## src/rtl/ray_sphere_normal_normalize.sv

```systemverilog
// ray_sphere_normal_normalize: turns an unnormalized hit normal (three signed
// Q16.16 components) into a unit-length normal. Squared length is accumulated
// over 3 cycles, a restoring square root takes 32 cycles, and each component
// is then divided by the length with an 18-cycle restoring division.
// Optional macro NORM_ROUND_EN: round the quotient half away from zero
// instead of truncating it.
module ray_sphere_normal_normalize #(
    parameter int unsigned TAG_W = 8
) (
    input  logic             clk,
    input  logic             rst,
    input  logic [95:0]      in_vec,
    input  logic [TAG_W-1:0] in_tag,
    input  logic             in_valid,
    output logic             in_ready,
    output logic [95:0]      out_vec,
    output logic [TAG_W-1:0] out_tag,
    output logic             out_zero,
    output logic             out_valid,
    input  logic             out_ready
);

    localparam int unsigned COMP_W  = 32;
    localparam int unsigned VEC_W   = 96;
    localparam int unsigned ACC_W   = 64;
    localparam int unsigned SQREM_W = 34;
    localparam int unsigned QUO_W   = 18;
    localparam int unsigned CNT_W   = 5;
    localparam logic [COMP_W-1:0] ONE_Q16 = 32'h0001_0000;

    typedef enum logic [2:0] {S_IDLE, S_DOT, S_SQRT, S_DIV, S_FIN, S_DONE} state_t;

    state_t               state_q, state_d;
    logic [VEC_W-1:0]     mag_q, mag_d;
    logic [2:0]           sign_q, sign_d;
    logic [TAG_W-1:0]     tag_q, tag_d;
    logic [ACC_W-1:0]     acc_q, acc_d;
    logic [SQREM_W-1:0]   sq_rem_q, sq_rem_d;
    logic [COMP_W-1:0]    root_q, root_d;
    logic [COMP_W-1:0]    dv_rem_q, dv_rem_d;
    logic [QUO_W-1:0]     dv_lo_q, dv_lo_d;
    logic [QUO_W-1:0]     quo_q, quo_d;
    logic [CNT_W-1:0]     cnt_q, cnt_d;
    logic [1:0]           comp_q, comp_d;
    logic [VEC_W-1:0]     res_q, res_d;
    logic [VEC_W-1:0]     out_vec_q, out_vec_d;
    logic [TAG_W-1:0]     out_tag_q, out_tag_d;
    logic                 out_zero_q, out_zero_d;
    logic                 out_valid_q, out_valid_d;
    logic                 in_ready_q, in_ready_d;

    logic [COMP_W-1:0]    mag_cur, mag_nxt, comp_res;
    logic [SQREM_W+1:0]   sq_rem_sh, sq_trial;
    logic                 sq_bit;
    logic [COMP_W-1:0]    root_nxt;
    logic [COMP_W:0]      dv_rem_sh, dv_len;
    logic                 dv_bit;
    logic [QUO_W-1:0]     quo_nxt;

    // Component select: index 0 = x (top word), 1 = y, 2 = z.
    function automatic logic [COMP_W-1:0] pick(input logic [VEC_W-1:0] v, input logic [1:0] i);
        case (i)
            2'd0:    pick = v[95:64];
            2'd1:    pick = v[63:32];
            default: pick = v[31:0];
        endcase
    endfunction

    function automatic logic sign_of(input logic [2:0] s, input logic [1:0] i);
        case (i)
            2'd0:    sign_of = s[2];
            2'd1:    sign_of = s[1];
            default: sign_of = s[0];
        endcase
    endfunction

    // Magnitude as unsigned; 0x80000000 stays 0x80000000 (= 2^31).
    function automatic logic [COMP_W-1:0] abs32(input logic [COMP_W-1:0] v);
        abs32 = v[COMP_W-1] ? (~v + 32'd1) : v;
    endfunction

    // Q16.17 quotient -> signed Q16.16 result, clamped to 1.0.
    function automatic logic [COMP_W-1:0] finish_comp(input logic [QUO_W-1:0] q, input logic neg);
        logic [QUO_W:0]    qr;
        logic [16:0]       r;
        logic [COMP_W-1:0] m;
`ifdef NORM_ROUND_EN
        qr = 19'(q) + 19'd1;
`else
        qr = 19'(q);
`endif
        r  = 17'(qr >> 1);
        m  = (32'(r) > ONE_Q16) ? ONE_Q16 : 32'(r);
        finish_comp = neg ? (~m + 32'd1) : m;
    endfunction

    // Next-state and datapath step for the whole pipeline.
    always_comb begin
        state_d     = state_q;
        mag_d       = mag_q;
        sign_d      = sign_q;
        tag_d       = tag_q;
        acc_d       = acc_q;
        sq_rem_d    = sq_rem_q;
        root_d      = root_q;
        dv_rem_d    = dv_rem_q;
        dv_lo_d     = dv_lo_q;
        quo_d       = quo_q;
        cnt_d       = cnt_q;
        comp_d      = comp_q;
        res_d       = res_q;
        out_vec_d   = out_vec_q;
        out_tag_d   = out_tag_q;
        out_zero_d  = out_zero_q;
        out_valid_d = out_valid_q;
        mag_cur     = pick(mag_q, comp_q);
        mag_nxt     = '0;
        comp_res    = '0;
        sq_rem_sh   = {sq_rem_q, acc_q[63:62]};
        sq_trial    = {2'b00, root_q, 2'b01};
        sq_bit      = (sq_rem_sh >= sq_trial);
        root_nxt    = {root_q[30:0], sq_bit};
        dv_rem_sh   = {dv_rem_q, dv_lo_q[QUO_W-1]};
        dv_len      = {1'b0, root_q};
        dv_bit      = (dv_rem_sh >= dv_len);
        quo_nxt     = {quo_q[QUO_W-2:0], dv_bit};

        case (state_q)
            S_IDLE: begin
                if (in_valid && in_ready_q) begin
                    mag_d      = {abs32(in_vec[95:64]), abs32(in_vec[63:32]), abs32(in_vec[31:0])};
                    sign_d     = {in_vec[95], in_vec[63], in_vec[31]};
                    tag_d      = in_tag;
                    acc_d      = '0;
                    comp_d     = '0;
                    res_d      = '0;
                    out_zero_d = 1'b0;
                    state_d    = S_DOT;
                end
            end
            S_DOT: begin
                acc_d = acc_q + 64'(mag_cur) * 64'(mag_cur);
                if (comp_q == 2'd2) begin
                    comp_d   = '0;
                    cnt_d    = '0;
                    sq_rem_d = '0;
                    root_d   = '0;
                    state_d  = S_SQRT;
                end else begin
                    comp_d = comp_q + 2'd1;
                end
            end
            S_SQRT: begin
                acc_d    = acc_q << 2;
                sq_rem_d = sq_bit ? 34'(sq_rem_sh - sq_trial) : 34'(sq_rem_sh);
                root_d   = root_nxt;
                cnt_d    = cnt_q + 5'd1;
                if (cnt_q == 5'd31) begin
                    cnt_d  = '0;
                    comp_d = '0;
                    if (root_nxt == '0) begin
                        state_d = S_FIN;
                    end else begin
                        mag_nxt  = pick(mag_q, 2'd0);
                        dv_rem_d = mag_nxt >> 1;
                        dv_lo_d  = {mag_nxt[0], 17'd0};
                        quo_d    = '0;
                        state_d  = S_DIV;
                    end
                end
            end
            S_DIV: begin
                dv_rem_d = dv_bit ? 32'(dv_rem_sh - dv_len) : 32'(dv_rem_sh);
                dv_lo_d  = {dv_lo_q[QUO_W-2:0], 1'b0};
                quo_d    = quo_nxt;
                cnt_d    = cnt_q + 5'd1;
                if (cnt_q == 5'd17) begin
                    comp_res = finish_comp(quo_nxt, sign_of(sign_q, comp_q));
                    case (comp_q)
                        2'd0:    res_d[95:64] = comp_res;
                        2'd1:    res_d[63:32] = comp_res;
                        default: res_d[31:0]  = comp_res;
                    endcase
                    cnt_d = '0;
                    if (comp_q == 2'd2) begin
                        state_d = S_FIN;
                    end else begin
                        comp_d   = comp_q + 2'd1;
                        mag_nxt  = pick(mag_q, comp_q + 2'd1);
                        dv_rem_d = mag_nxt >> 1;
                        dv_lo_d  = {mag_nxt[0], 17'd0};
                        quo_d    = '0;
                    end
                end
            end
            S_FIN: begin
                out_vec_d   = res_q;
                out_tag_d   = tag_q;
                out_zero_d  = (root_q == '0);
                out_valid_d = 1'b1;
                state_d     = S_DONE;
            end
            S_DONE: begin
                if (out_ready) begin
                    out_valid_d = 1'b0;
                    state_d     = S_IDLE;
                end
            end
            default: state_d = S_IDLE;
        endcase

        in_ready_d = (state_d == S_IDLE);
    end

    // State and datapath registers; reset aborts any vector in flight.
    always_ff @(posedge clk) begin
        if (rst) begin
            state_q     <= S_IDLE;
            mag_q       <= '0;
            sign_q      <= '0;
            tag_q       <= '0;
            acc_q       <= '0;
            sq_rem_q    <= '0;
            root_q      <= '0;
            dv_rem_q    <= '0;
            dv_lo_q     <= '0;
            quo_q       <= '0;
            cnt_q       <= '0;
            comp_q      <= '0;
            res_q       <= '0;
            out_vec_q   <= '0;
            out_tag_q   <= '0;
            out_zero_q  <= 1'b0;
            out_valid_q <= 1'b0;
            in_ready_q  <= 1'b0;
        end else begin
            state_q     <= state_d;
            mag_q       <= mag_d;
            sign_q      <= sign_d;
            tag_q       <= tag_d;
            acc_q       <= acc_d;
            sq_rem_q    <= sq_rem_d;
            root_q      <= root_d;
            dv_rem_q    <= dv_rem_d;
            dv_lo_q     <= dv_lo_d;
            quo_q       <= quo_d;
            cnt_q       <= cnt_d;
            comp_q      <= comp_d;
            res_q       <= res_d;
            out_vec_q   <= out_vec_d;
            out_tag_q   <= out_tag_d;
            out_zero_q  <= out_zero_d;
            out_valid_q <= out_valid_d;
            in_ready_q  <= in_ready_d;
        end
    end

    assign in_ready  = in_ready_q;
    assign out_vec   = out_vec_q;
    assign out_tag   = out_tag_q;
    assign out_zero  = out_zero_q;
    assign out_valid = out_valid_q;

endmodule

```

## config.mk

```make
export PLATFORM = sky130hd
export DESIGN_NAME = ray_sphere_normal_normalize
export DESIGN_NICKNAME = d
export VERILOG_FILES = /design/src/rtl/ray_sphere_normal_normalize.sv
export SDC_FILE = /design/constraint.sdc
export NUM_CORES = 2
export LEC_CHECK = 0
export BUFFER_PORTS_ARGS = -buffer_cell sky130_fd_sc_hd__buf_2
export CAP_MARGIN = 15
export CORE_MARGIN = 1.5
export CORE_UTILIZATION = 50
export DETAILED_ROUTE_END_ITERATION = 10
export HOLD_SLACK_MARGIN = 0.15
export PLACE_DENSITY = 0.67
export SETUP_SLACK_MARGIN = 0.05
export SLEW_MARGIN = 20
export SYNTH_ARGS = -nofsm -noshare
export SYNTH_HDL_FRONTEND = slang
export SYNTH_SLANG_ARGS = --single-unit
export TNS_END_PERCENT = 100
```

## constraint.sdc

```tcl
create_clock -name clk -period 10.2 [get_ports clk]
set_input_delay 2.04 -clock clk [delete_from_list [all_inputs] [get_ports clk]]
set_output_delay 2.04 -clock clk [all_outputs]
set_load 0.02 [all_outputs]
```

# == After elaboration in Yosys (flattened, before gate mapping) ==
# Cells that the tools add are included.
# classes
n_addsub,9
n_mul,1
magnitude_cmp,3
eq_ne,20
muxes,61
bitwise,4
n_reduce_logical,27
# ops
operator,count
$mux W32,13
$pmux W32 S2,4
$mux W96,2
$pmux W64 S3,1
$pmux W96 S2,1
$add A32 B1 Y32 const B,4
$not A32 Y32,3
$mux W17,5
$mux W18,4
$mux W34,2
$pmux W34 S2,1
$add A64 B64 Y64,1
$logic_not A32 Y1,2
$mul A32 B32 Y64,1
$mux W64,1
$ge A36 B34 Y1,1
$pmux W18 S2,1
$pmux W17 S2,1
$sub A34 B34 Y34,1
$ge A33 B32 Y1,1
$not A17 Y32,1
$sub A32 B32 Y32,1
$mux W3,7
$pmux W3 S6,1
28 further kinds,65
# totals
register_bits,517
in_bits,108
output_inout_bits,107
elab_cells,145

# == Depth between registers and ports, before layout ==
# logic_depth
word_depth,8
ltp_mapped,38
mapped_depth_nobuf,33

# == Worst setup path after synthesis ==
# Ideal clock, no wire load.
# synth_path
path_kind,reg2reg
startpoint,register comp_q[1]
endpoint,register acc_q[63]
setup_time_ns,0.130
arrival_time_ns,9.119
required_time_ns,10.070
setup_slack_ns,0.951
stages_incl_launch_ff,36
path_buffers,6
synth_period_minus_slack_ns,9.249
path_cell_list,dfxtp_1 -> inv_1 -> ha_1 -> clkbuf_1 -> nor2_1 -> clkbuf_1 -> clkbuf_1 -> a21o_1 -> clkbuf_1 -> inv_1 -> buf_1 -> nor2_1 -> fa_1 -> fa_1 -> fa_1 -> inv_1 -> fa_1 -> inv_1 -> fa_1 -> fa_1 -> fa_1 -> inv_1 -> fa_1 -> inv_1 -> ha_1 -> clkbuf_1 -> a21oi_1 -> o21ai_0 -> or3_1 -> nor3_1 -> o31ai_1 -> a211o_1 -> a211oi_1 -> o31ai_1 -> xnor2_1 -> o22ai_1
# synth_between
elab_chain_cells,5
elab_cells_between_ends,6
cone_classes,1 x add/sub; 1 x mul; 1 x eq/ne; 2 x mux; 1 x reduce/logical
# synth_rtl
item,line,rtl
start: declaration,44,"logic [1:0] comp_q, comp_d;"
start signal: assignment,248,comp_q <= comp_d;
$eq A2 B1 Y1 or $logic_not A2 Y1 (tied branches),62,case (i)
$pmux W32 S2 *,62,
$mul A32 B32 Y64 *,142,acc_d = acc_q + 64'(mag_cur) * 64'(mag_cur);
$add A64 B64 Y64 *,142,
$pmux W64 S3 *,128,case (state_q)
end signal: assignment,222,acc_q <= '0;
end signal: assignment,241,acc_q <= acc_d;
end: declaration,37,"logic [ACC_W-1:0] acc_q, acc_d;"
# Mark *: on every way between the ends. The rest lies on a longest branch, timed or not.
# A chain may end at the register's enable or synchronous reset.

# == Worst setup path after layout ==
# layout_path
startpoint,register comp_q[0]
endpoint,register acc_q[62]
# The elaborated chain is that of the path after synthesis.

==> results by group <==
Status
  • Outcome: finished, final reports clean

Floorplan
  • Die height: 335.5 µm
  • Die area: around 110000 µm²
  • Initial Utilization: between 50% and 60%
  • Core footprint: approximately 110000 µm²
  • I/O pin count: between 200 and 250
  • Chip width: 335.5 µm
  • Site Rows: ~120

Global routing
  • Largest net degree at the start of global routing: between 100 and 150
  • Initial antenna violation count: 16
  • Grt ovf: 0
  • Global-route wire length before repair: approximately 270000 µm
  • GRT Overall Usage: a little under a third
  • Vias in the first global route: 46700

Synth
  • Syn. warnings: 0
  • Synth top area share: a little under a third
  • Ys async rst share: 0%
  • Post-synth net total: a little under 8000
  • Sequential share of the synthesized area: ~18%
  • Post-Syn Area per Cell: approximately 8.4 µm²
  • Post-synth EDFFs: 0
  • Synth Register Bits: 500
  • Cell taking the most area after synthesis: fa_1
  • Main synth FF type: dfxtp_1
  • Syn Inst Count: between 6000 and 7000
  • Synth Cell Area: approximately 55000 µm²
  • Top cells by area, synth: fa_1 32%, dfxtp_1 18%, inv_1 8.6%
  • Synth unique cells: 78

STA
  • Final setup violation count: 0
  • Worst Tran Pin Value: approximately 1.1 ns
  • Unrepaired setup endpoints after global routing: yes
  • Final Hold Vio Count: 0
  • Fin crit period: slightly below 10 ns
  • Slew Viols, Final: 0
  • Worst hold margin: between 0.4 and 0.5 ns
  • Final worst setup slack: 0.3968 ns
  • Slew headroom: between 20% and 30%
  • Fmax: between 100 and 150 MHz
  • Tcrit/Tclk final: slightly below 100%
  • Max Clock Skew: between 0.07 and 0.08 ns

Placed design
  • Cells after DPL: about 8000
  • DP Area: between 50000 and 60000 µm²
  • Number of port buffers: 214
  • Post-Place Setup Slack: -0.1958 ns
  • DP HPWL: 140600 µm
  • Routability Congestion: slightly above 1

Critical path
  • Worst Path Required: ~11 ns
  • Critical Path Max Stage Delay: about 0.55 ns
  • Worst path arrival time: between 10 and 15 ns
  • Critical Path Sink Type: flop
  • Crit path kind: flop to flop
  • CP Launch Type: flop
  • Most used cell, CP: fa_1
  • Worst path top cell family by delay: adder cells
  • Slowest-stage cell, CP: fa_1
  • Critical Path Fanout Max: 22
  • Critical path buffer and inverter count: 9

Pwr
  • Worst vdd ir: between 150 and 200 µV
  • PD cells: 170.7 nW/µm²
  • Leak Pwr: approximately 30 nW

Routing
  • DRT iter0 DRCs: 4471
  • Vias per inst: ~5.7
  • Vias: roughly 47000
  • WL/cell: 21.45 µm
  • WL final: between 150000 and 200000 µm
  • Drt first pass iters: 9
  • DR DRC count: 0
  • ANT nets after route: 0

Cells and area
  • Layout Cells excl Fill: 8163
  • Syn-to-layout area delta: 9.504%
  • Filler cells: approximately 10000
  • Share of cells above drive strength 1: ~8.3%
  • Final Cell Area: a little over 60000 µm²
  • Final nets: about 8000
  • Final core utilization: a little under three fifths

CTS
  • CTS Root Cell: clkbuf_16
  • CTS Sinks: 500
  • Hold-fix buffers, CTS: 0
  • Num CTS Buffers: 60
  • Clock H-tree levels: 2
  • Worst-path clk slew: 0.07 ns
  • CTS tree: done
  • Clock tree buffer depth: 3
  • Worst skew pair latency: roughly 0.7 ns

Flow run
  • Max cap viols: 0

Min path
  • Hold Path Class: flop to flop
[cell usage in the layout (no fill, tap or decap), types with 85 or more instances in the layout]
| cell | Yosys | routed |
|---|---|---|
| a21oi_1 | 427 | 410 |
| fa_1 | 874 | 874 |
| ha_1 | 324 | 323 |
| nand2_1 | 848 | 846 |
| xor2_1 | 132 | 132 |
| buf_4 | 0 | 143 |
| a21o_1 | 98 | 95 |
| nor2_1 | 579 | 574 |
| o21ai_0 | 150 | 148 |
| a211oi_1 | 121 | 120 |
| xnor2_1 | 85 | 85 |
| dfxtp_1 | 500 | 500 |
| a22oi_1 | 118 | 118 |
| buf_2 | 2 | 213 |
| inv_1 | 1268 | 1265 |
[layout make-up]
class	count	area, µm²	share of cell area (%)
Inverter	1276	4805	7.937
Sequential cell	500	10010	16.54
Timing Repair Buffer	362	2245	3.708
Clock buffer	82	1744	2.881
Antenna cell	6	15.01	0.02480
Clock inverter	32	454.2	0.7503
Tap cell	1476	1847	3.051
Multi-Input combinational cell	4429	39420	65.11
[worst paths after layout]
check	endpoint	depth (start not counted)	slack [ns]	startpoint
max reg2reg	acc_q[62]	32	0.40	comp_q[0]
max	acc_q[62]	32	0.40	comp_q[0]
min	out_vec[37]	2	0.45	res_q[37]
min reg2reg	out_vec[37]	2	0.45	res_q[37]
[worst reg2reg max path: cells and delay by family, from the launching register on]
kind / cells / cell delay, ns
compound gates: 7 / 1.89
buf+inv: 9 / 1.48
fa+ha+maj: 10 / 4.48
simple gates: 6 / 1.46
flops: 1 / 0.36
[registers in the layout, summed over array words and instances (netlist names), 2 cells and up]
name and flops:
out_tag 8, quo_q 17, dv_rem_q 32, sign_q 3, sq_rem_q 34, state_q 3, cnt_q 5, root_q 32
comp_q 2, res_q 96, acc_q 64, tag_q 8, out_vec 96, mag_q 96
[metrics by stage]
stage | total power, mW | TNS [ns]
global route | 11.11 | 0
global placement | 7.783 | -0.2319
CTS | 10.25 | 0
floorplan | 6.124 | 0
finish | 10.34 | 0
detailed placement | 7.856 | -0.6042
[layer usage]
| layer | vias up | global-route usage (%) | share of wire (%) |
|---|---|---|---|
| met3 | 409 | 8.258 | 11 |
| met2 | 2138 | 48.03 | 44 |
| met4 | 20 | 11.24 | 3.8 |
| met5 | - | 0.04342 | 0.065 |
| met1 | 22940 | 42.19 | 41 |
| li1 | 21060 | - | - |
[logic make-up (layout without fill, tap and decap cells)]
family,after synthesis,after routing,synth area share [%]
AOI/OAI and AO/OA,1256,1256,14.94
xor gates and xnor gates,217,217,3.438
adders and majority gates,1198,1198,38.98
buffers and inverters,1614,1752,10.96
DFF,500,500,18.11
muxes,24,24,0.4572
other,0,6,0
and+or+nand+nor,1734,1734,13.11
[what timing repair did]
item	CTS	global route
gates resized for setup	6	27
buffers inserted	0	7
pin swaps	0	2
endpoints found under the setup margin	12	22
[Yosys cell counts (all sizes together) (9+ instances only)]
| master | n |
|---|---|
| a222oi | 46 |
| o211ai | 20 |
| or3 | 27 |
| nand4 | 30 |
| inv | 1268 |
| or4 | 17 |
| nand3 | 43 |
| nor3 | 56 |
| a22oi | 118 |
| fa | 874 |
| nor2 | 579 |
| dfxtp | 500 |
| o221ai | 9 |
| o21bai | 16 |
| xor2 | 132 |
| xnor2 | 85 |
| a31oi | 23 |
| o41ai | 15 |
| o22ai | 22 |
| a221oi | 9 |
| nor4 | 24 |
| ha | 324 |
| o21a | 18 |
| o21ai | 151 |
| mux2 | 10 |
| buf | 20 |
| and3 | 23 |
| a211oi | 121 |
| nand2 | 848 |
| nor2b | 27 |
| mux2i | 14 |
| a21o | 98 |
| a21oi | 427 |
| o31ai | 47 |
| clkbuf | 318 |
| or2 | 12 |
| nand2b | 21 |
| a22o | 41 |
[where the power goes]
part / internal (mW) / total, mW / switching [mW] / leakage (nW)
registers: 2.05 / 2.21 / 0.158 / 4.04
logic: 2.09 / 5.77 / 3.68 / 24.4
clock network: 1.39 / 2.36 / 0.970 / 1.07
(Power assumes the default switching activity.)
